$ cat config.mk
export PLATFORM = sky130hd
export DESIGN_NAME = wptr_full_sync
export DESIGN_NICKNAME = d
export VERILOG_FILES = /design/src/rtl/fifo_pkg.sv /design/src/rtl/gray_to_binary.sv /design/src/rtl/wptr_full_sync.sv
export SDC_FILE = /design/constraint.sdc
export NUM_CORES = 1
export LEC_CHECK = 0
export ABC_AREA = 1
export ABC_CLOCK_PERIOD_IN_PS = 2600
export BUFFER_PORTS_ARGS = -buffer_cell sky130_fd_sc_hd__buf_2
export CORE_ASPECT_RATIO = 1.1
export CORE_MARGIN = 4
export CORE_UTILIZATION = 35
export DETAILED_ROUTE_END_ITERATION = 6
export PLACE_DENSITY = 0.69
export SLEW_MARGIN = 20
export SYNTH_ARGS = -nofsm -noshare
export SYNTH_HDL_FRONTEND = slang
export SYNTH_SLANG_ARGS = --single-unit
$ cat constraint.sdc
create_clock -name clk -period 2.6 [get_ports clk]
set_clock_uncertainty 0.1 [all_clocks]
set_input_delay 0.13 -clock clk [delete_from_list [all_inputs] [get_ports clk]]
set_output_delay 0.13 -clock clk [all_outputs]
set_load 0.1 [all_outputs]
$ cat src/rtl/fifo_pkg.sv
// ---------------------------------------------------------------------------
// fifo_pkg
//
// Shared definitions for the asynchronous FIFO pointer/status blocks.
// Holds the default pointer geometry, the pointer typedef at that default
// width and the Gray->binary helper used by the conversion sub-module.
//
// Contents:
//   PTR_W_DEFAULT        pointer width (address bits + 1 wrap bit)
//   DEPTH_DEFAULT        FIFO depth implied by PTR_W_DEFAULT
//   SYNC_STAGES_DEFAULT  default synchronizer depth for the remote pointer
//   AF_THRESH_DEFAULT    default almost-full level
//   ptr_t                pointer type at the default width
//   depth_of()           depth implied by a given pointer width
//   gray2bin()           Gray -> binary conversion at the default width
// ---------------------------------------------------------------------------
package fifo_pkg;

    // Depth is half the pointer range: the extra top bit is the wrap bit
    // that lets a difference of DEPTH (full) be told apart from 0 (empty).
    function automatic int depth_of(input int ptr_w);
        return 2 ** (ptr_w - 1);
    endfunction

    localparam int PTR_W_DEFAULT       = 8;
    localparam int DEPTH_DEFAULT       = depth_of(PTR_W_DEFAULT);
    localparam int SYNC_STAGES_DEFAULT = 2;
    localparam int AF_THRESH_DEFAULT   = DEPTH_DEFAULT - 8;

    typedef logic [PTR_W_DEFAULT-1:0] ptr_t;

    // Each binary bit is the XOR of all Gray bits at and above it.
    function automatic ptr_t gray2bin(input ptr_t gray);
        ptr_t bin;
        bin = '0;
        for (int i = 0; i < PTR_W_DEFAULT; i++) begin
            bin[i] = ^(gray >> i);
        end
        return bin;
    endfunction

endpackage

$ cat src/rtl/gray_to_binary.sv
// ---------------------------------------------------------------------------
// gray_to_binary
//
// Purely combinational Gray -> binary converter. Shared by the write-side
// and read-side status blocks so both convert synchronized pointers in
// exactly the same way.
//
// Parameters:
//   W     code width in bits
// Ports:
//   gray  input  [W-1:0]  Gray-coded value (already synchronized)
//   bin   output [W-1:0]  equivalent binary value
// ---------------------------------------------------------------------------
module gray_to_binary
    import fifo_pkg::*;
#(
    parameter int W = PTR_W_DEFAULT
) (
    input  logic [W-1:0] gray,
    output logic [W-1:0] bin
);

    // At the default pointer width the shared package helper is used
    // directly; other widths get the same prefix-XOR built bit by bit.
    if (W == PTR_W_DEFAULT) begin : g_pkg_width
        assign bin = gray2bin(gray);
    end else begin : g_any_width
        for (genvar i = 0; i < W; i++) begin : g_bit
            assign bin[i] = ^(gray >> i);
        end
    end

endmodule

$ cat src/rtl/wptr_full_sync.sv
// ---------------------------------------------------------------------------
// wptr_full_sync
//
// Write-side status block of an asynchronous FIFO. Brings the Gray-coded
// read pointer into the write clock domain, converts it to binary and
// computes the registered occupancy and full/almost-full flags, together
// with sticky overflow and pointer-corruption error flags.
//
// Parameters:
//   PTR_W        pointer width (address bits + 1 wrap bit)
//   SYNC_STAGES  synchronizer depth for remote_gray, 2..4
//   AF_THRESH    level at or above which almost_full asserts, 1..DEPTH
//
// Ports:
//   clk          input         write-domain clock
//   reset        input         asynchronous active-high reset
//   inc          input         write increment request this cycle
//   local_bin    input  [W]    registered binary write pointer
//   remote_gray  input  [W]    Gray read pointer, asynchronous to clk
//   err_clr      input         synchronous clear of the sticky errors
//   remote_bin   output [W]    synchronized read pointer in binary
//   level        output [W]    registered occupancy, 0..DEPTH
//   full         output        registered, level == DEPTH
//   almost_full  output        registered, level >= AF_THRESH
//   accepted     output        combinational, inc && !full
//   ovf_err      output        sticky, inc seen while full
//   ptr_err      output        sticky, computed level exceeded DEPTH
// ---------------------------------------------------------------------------
module wptr_full_sync
    import fifo_pkg::*;
#(
    parameter int PTR_W       = PTR_W_DEFAULT,
    parameter int SYNC_STAGES = SYNC_STAGES_DEFAULT,
    parameter int AF_THRESH   = AF_THRESH_DEFAULT
) (
    input  logic             clk,
    input  logic             reset,
    input  logic             inc,
    input  logic [PTR_W-1:0] local_bin,
    input  logic [PTR_W-1:0] remote_gray,
    input  logic             err_clr,
    output logic [PTR_W-1:0] remote_bin,
    output logic [PTR_W-1:0] level,
    output logic             full,
    output logic             almost_full,
    output logic             accepted,
    output logic             ovf_err,
    output logic             ptr_err
);

    localparam int DEPTH = depth_of(PTR_W);

    // Thresholds widened by one bit so comparisons against DEPTH never
    // lose the top bit of the occupancy.
    localparam logic [PTR_W:0] DEPTH_EXT = (PTR_W + 1)'(DEPTH);
    localparam logic [PTR_W:0] AF_EXT    = (PTR_W + 1)'(AF_THRESH);

    // Reject configurations the sync chain and flag logic were not built for.
    if (SYNC_STAGES < 2 || SYNC_STAGES > 4) begin : g_bad_sync
        $error("wptr_full_sync: SYNC_STAGES must be in 2..4");
    end
    if (AF_THRESH < 1 || AF_THRESH > DEPTH) begin : g_bad_af
        $error("wptr_full_sync: AF_THRESH must be in 1..DEPTH");
    end

    logic [SYNC_STAGES-1:0][PTR_W-1:0] sync_q;
    logic [PTR_W-1:0]                  level_next;
    logic                              full_next;
    logic                              almost_full_next;
    logic                              corrupt_next;
    logic                              overflow_now;

    // Synchronizer for the remote Gray pointer. Only one bit changes per
    // remote step, so any metastable sample resolves to either the old or
    // the new pointer. Stages are plain flops with nothing in between so
    // each stage gets the full period to settle.
    always_ff @(posedge clk or posedge reset) begin
        if (reset) begin
            sync_q <= '0;
        end else begin
            sync_q <= {sync_q[SYNC_STAGES-2:0], remote_gray};
        end
    end

    // Conversion happens only after the last stage; converting earlier
    // would let a multi-bit binary change be sampled mid-transition.
    gray_to_binary #(
        .W (PTR_W)
    ) u_remote_g2b (
        .gray (sync_q[SYNC_STAGES-1]),
        .bin  (remote_bin)
    );

    assign accepted = inc && !full;

    // Next occupancy and flags. Modulo subtraction handles pointer wrap on
    // its own; the wrap bit makes "full" a difference of exactly DEPTH.
    // Anything above DEPTH cannot happen with sane pointers and is reported
    // as corruption, while level still shows the raw computed value.
    always_comb begin
        level_next       = local_bin + {{(PTR_W-1){1'b0}}, accepted} - remote_bin;
        full_next        = ({1'b0, level_next} == DEPTH_EXT);
        almost_full_next = ({1'b0, level_next} >= AF_EXT);
        corrupt_next     = ({1'b0, level_next} > DEPTH_EXT);
        overflow_now     = inc && full;
    end

    // Occupancy and its derived flags share one register stage so they
    // always describe the same snapshot.
    always_ff @(posedge clk or posedge reset) begin
        if (reset) begin
            level       <= '0;
            full        <= 1'b0;
            almost_full <= 1'b0;
        end else begin
            level       <= level_next;
            full        <= full_next;
            almost_full <= almost_full_next;
        end
    end

    // Sticky error flags. A new error in the same cycle as err_clr takes
    // priority so an event is never lost to a simultaneous clear.
    always_ff @(posedge clk or posedge reset) begin
        if (reset) begin
            ovf_err <= 1'b0;
            ptr_err <= 1'b0;
        end else begin
            if (overflow_now) begin
                ovf_err <= 1'b1;
            end else if (err_clr) begin
                ovf_err <= 1'b0;
            end

            if (corrupt_next) begin
                ptr_err <= 1'b1;
            end else if (err_clr) begin
                ptr_err <= 1'b0;
            end
        end
    end

endmodule

# Word level (Yosys, flattened, before mapping)
# Index checks and enable logic that the tools add are counted.
[totals] out_inout_bits=21 register_bits=28 elab_cells=28
[classes] n_lt_le_gt_ge=2 mux=3 n_eq_ne=1 n_reduce_logical=13 addsub=2
[ops] cell="8-bit parity" n=8
[ops] cell="8-bit by 1-bit adder with 8-bit output" n=1
[ops] cell="8-bit equality test, second input constant" n=1
[ops] cell="8-bit by 7-bit >= comparator with 1-bit output, second input constant" n=1
[ops] cell="8-bit greater-than comparator, second input constant" n=1
[ops] cell="8-bit subtractor" n=1
[ops] cell="2-bit nonzero test" n=2
[ops] cell="1-bit 2-to-1 mux" n=3
[ops] cell="1-bit logical AND" n=2
[ops] cell="1-bit zero test" n=1

# Longest topological paths before layout
[logic_depth] word_depth=6 ltp_mapped=16

# Modules after synthesis
# A second synthesis with hierarchy kept.
[unflattened] cells_unflattened=216 hier_area_um2=1666.6
[modules_own_cells] mod="wptr_full_sync" area_each_um2=1351.3 instances=1 cells_per_inst=145
[modules_own_cells] mod="gray_to_binary" area_each_um2=315.3 instances=1 cells_per_inst=71

# Worst setup path after synthesis
# Ideal clock, no wire load.
[synth_path] kind="register to register" start="register sync_q[15] in the netlist's numbering" end="register ptr_err" slack_ns=-2.490 stages_incl_launch_ff=12 arrival_time_ns=4.869 path_cell_list="dfrtp_1 xor2_2 xor2_2 xor2_1 ha_1 inv_1 ha_1 fa_1 nor3_1 nand3_1 o21bai_1 nand2_1"
[synth_between] elab_chain_cells=4
[synth_lines] item="start, declared" line="wptr_full_sync.sv:66" text="logic [SYNC_STAGES-1:0][PTR_W-1:0] sync_q;"
[synth_lines] item="start signal, assigned" line="wptr_full_sync.sv:81" text="sync_q <= {sync_q[SYNC_STAGES-2:0], remote_gray};"
[synth_lines] item="8-bit parity *" line="fifo_pkg.sv:37" text="bin[i] = ^(gray >> i);"
[synth_lines] item="net remote_bin[6]" line="wptr_full_sync.sv:42" text="output logic [PTR_W-1:0] remote_bin,"
[synth_lines] item="8-bit subtractor *" line="wptr_full_sync.sv:101" text="level_next = local_bin + {{(PTR_W-1){1'b0}}, accepted} - remote_bin;"
[synth_lines] item="8-bit greater-than comparator *" line="wptr_full_sync.sv:104" text="corrupt_next = ({1'b0, level_next} > DEPTH_EXT);"
[synth_lines] item="1-bit 2-to-1 mux or 2-bit nonzero test (tied branches)"
[synth_lines] item="end signal, assigned" line="wptr_full_sync.sv:127" text="ptr_err <= 1'b0;"
[synth_lines] item="end signal, assigned" line="wptr_full_sync.sv:136" text="ptr_err <= 1'b1;"
[synth_lines] item="end signal, assigned" line="wptr_full_sync.sv:138" text="ptr_err <= 1'b0;"
[synth_lines] item="end, declared" line="wptr_full_sync.sv:48" text="output logic ptr_err"
# The timed path passes the listed nets; every way through them passes the cells marked *.
# A chain may end at the register's enable or synchronous reset.

# Worst setup path in the final report
[layout_path] start="register sync_q[14] in the netlist's numbering" end="register ptr_err"
[layout_between] elab_chain_cells=4
[layout_lines] item="8-bit parity" line="fifo_pkg.sv:37"
[layout_lines] item="8-bit subtractor *" line="wptr_full_sync.sv:101"
[layout_lines] item="8-bit greater-than comparator *" line="wptr_full_sync.sv:104"
[layout_lines] item="1-bit 2-to-1 mux or 2-bit nonzero test (tied branches)"
# Mark *: on every way between the ends. The rest lies on a longest branch, timed or not.

==> key figures <==
Outcome
  – Status: finished with violations
  – Failing checks: negative setup slack

Logic synthesis
  – Ys Warns: 0
  – Fraction of the mapped netlist area in simple logic gates: 16.2%
  – Synth Area in Adders: 12.7%
  – Synth Cell Area: 0.00143 mm2
  – XOR/XNOR share of the synthesized area: 10.8%
  – FF+latch count, synth: 28
  – Ys flop type: dfrtp_1
  – Largest family of logic cells by synthesized area: simple AND/OR/NAND/NOR gates
  – Post-synth top area share: 48.9%
  – Count leader, synth: nand2_1
  – Post-synth top cells: nand2_1, inv_1, dfrtp_1
  – Post-synthesis compound-gate area fraction: 2.18%
  – Post-synthesis cell count: around 150
  – Sequential area share after synthesis: 48.9%
  – Post-synthesis net count: 187
  – Largest area contributor in the netlist: dfrtp_1
  – Post-synth EDFFs: 0
  – Proportion of synthesized area in mux cells: 0%
  – Async set-reset flop share out of synthesis: 100%
  – Synth top area cells: dfrtp_1, ha_1, nand2_1, inv_1, xnor2_1
  – Synth Area per Inst: 9.37 um2
  – Yosys cell types: 16

Detailed routing
  – Iteration count of the initial detailed-routing pass: 4
  – Post-route ant nets: 0
  – Initial drt markers: 30
  – Total vias in the final route: 1,180
  – Vias/cell: approximately 4.2
  – WL/cell: 10.7 um
  – DRC: 0
  – Total wire length: 3.00 mm

Timing
  – F_max: 347 MHz
  – Final Worst Setup Slack: -285 ps
  – # setup viols final: 6
  – Hold Fails Final Rpt: 0
  – Tcrit/Tclk final: 111%
  – Count of final max-slew check failures: 0
  – Post-layout min period: slightly below 3000 ps
  – RSZ-0062 raised after global routing: yes
  – Worst-Margin Slew: 918 ps
  – Hold Worst Slack: 10.3 ps
  – Max_slew headroom: 38.4%

GRT
  – Total GRT Usage: between 10% and 20%
  – Antenna violations before repair: 0
  – Vias in the first global route: 1,154
  – Largest net degree at the start of global routing: 29
  – Overflow after GRT: 0
  – First-pass GRT wire length: 4.91 mm

Cells and area
  – FILL cells: 337
  – Final Util: a little over 60%
  – Design area: about 0.0024 mm2
  – Area Growth Syn to Fin: 67.9%
  – Register area: just over 700 um2
  – Antenna Cells: 0
  – Final net count: ~260
  – Area of the multi-input gates: 961 um2
  – Non-Filler Instances: 280
  – Ratio of cells with drive above 1 in the final layout: 53.1%

Clock network
  – Clock root buffer: clkbuf_8
  – Clock Latency Late Sink: 270 ps
  – Clock Path Buffers: 2
  – Clock sinks: 28
  – Reg clk slew, reported paths: 90 ps
  – CTS tree: yes
  – Total CTS buffers: 3
  – H-Tree Depth: 1

Die
  – Row count: 24
  – I/O pins: 41
  – Core Area: 0.00396 mm2
  – Starting density of the core: a little over a third
  – Chip width: ~70 um
  – Die height: 75.1 um
  – Total Die Area: between 0.005 and 0.006 mm2

Power
  – VDD IR max: ~0.00067 V
  – Int Pwr: 1.30 mW
  – Tot Pwr: around 2.8 mW
  – Seq pwr share: 19.9%
  – Pleak: 1.20 nW
  – Clk pwr share: 11.7%
  – Gate power share: 68.4%
  – PD cells: 1160 mW/mm2
  – Sw Ratio: between 50% and 60%
  – NetSw: ~1.5 mW

Worst setup path
  – Worst Path Max Fanout: 3
  – Worst Setup End Kind: register
  – Crit path kind: register to register
  – Required @ worst endpoint: 2650 ps
  – Crit path DAT: roughly 2900 ps
  – Worst Reg-to-Reg Cells: 16
  – Startpoint types: register
  – Flop2flop setup slack: -280 ps

Place
  – Hpwl dp: between 2 and 2.5 mm
  – # port buffers: 40
  – Inst Count DP: about 260
  – Area post-placement: 0.00196 mm2
  – Routability Congestion: 0.758

Hold path
  – Hold path depth: 4
  – Min-delay worst type: primary input to register

Run
  – Maxcap violations: 0
[per-layer routing]
layer  track usage (%)  vias up  wire length [um]
met1              14.6      549              1230
met2              20.8       18              1630
met5                 0        -                 0
li1                  -      611                 -
met4              5.21        0                24
met3              2.00        2               109
[final timing paths]
kind,start,endpoint
hold reg to reg,sync_q[3],sync_q[11]
hold / removal,err_clr,ptr_err
max in group asynchronous,reset,sync_q[14]
setup / recovery,sync_q[14],ptr_err
setup reg to reg,sync_q[14],ptr_err
min in group asynchronous,reset,sync_q[3]
[power groups by stage]
| stage | clock, mW | combinational [mW] | sequential [mW] |
|---|---|---|---|
| finish | 0.328 | 1.91 | 0.556 |
| global route | 0.356 | 2.04 | 0.564 |
| CTS | 0.340 | 1.77 | 0.555 |
| detailed placement | 0 | 1.64 | 0.563 |
| global placement | 0 | 1.63 | 0.563 |
| floorplan | 0 | 0.738 | 1.11 |
[per-stage QoR]
stage | setup slack [ps] | TNS, ps
after global placement | -360 | -1510
final | -285 | -856
after detailed placement | -448 | -2270
after floorplan | -1190 | -9400
after global routing | -398 | -1820
after CTS | -244 | -790
[flip-flops by register name, summed over array words and instances (netlist names)]
signal and count:
sync_q 16, level 8, almost_full 1, full 1
ovf_err 1, ptr_err 1
[what timing repair did]
item,4_1_cts,5_1_grt
gates resized for setup,22,27
setup endpoints to repair,8,8
buffers inserted,2,3
hold buffers,8,1
endpoints found under the hold margin,8,28
pin swaps,20,12
[placed cells by master, fill, tap and decap left out, types with 2 or more instances in the layout]
| master | instances |
|---|---|
| clkbuf_8 | 3 |
| nand2_1 | 21 |
| nand2_2 | 12 |
| nor3_2 | 2 |
| buf_2 | 40 |
| buf_4 | 18 |
| ha_1 | 5 |
| dlygate4sd3_1 | 9 |
| buf_6 | 5 |
| xor2_4 | 6 |
| xnor2_2 | 3 |
| inv_2 | 6 |
| nand3_2 | 4 |
| dfrtp_2 | 3 |
| xnor2_4 | 2 |
| a21oi_1 | 2 |
| ha_4 | 8 |
| nand2_4 | 2 |
| nand3_1 | 8 |
| inv_1 | 26 |
| xor2_1 | 2 |
| dfrtp_1 | 25 |
| nor2_2 | 3 |
| nor2_1 | 2 |
| xnor2_1 | 3 |
[logic make-up after synthesis]
logic type	Yosys count
AOI/OAI and AO/OA	5
xor gates and xnor gates	16
adders and majority gates	14
buffers and inverters	34
DFF	28
and+or+nand+nor	56
[area by class of cell]
cell class | count | area share, %
Multi-Input combinational cell | 91 | 39.9
Sequential cell | 28 | 29.3
Timing Repair Buffer | 72 | 20.0
Inverter | 33 | 5.15
Tap cell | 52 | 2.70
Clock buffer | 3 | 1.72
Clock inverter | 1 | 1.25
[worst max-delay path, cell delays in order, from the launching register on]
cell and delay (ps):
dfrtp_2 450, xor2_4 190, buf_6 130, xor2_4 230, xor2_4 120, ha_4 280
inv_2 30, ha_4 150, fa_2 370, nand2_2 100, nand2_4 60, nand2_2 70
nand2_2 50, nand2_2 80, nand3_2 90, o21bai_1 180, nand2_1 80
Note: power is estimated with default switching activity, not from simulation.
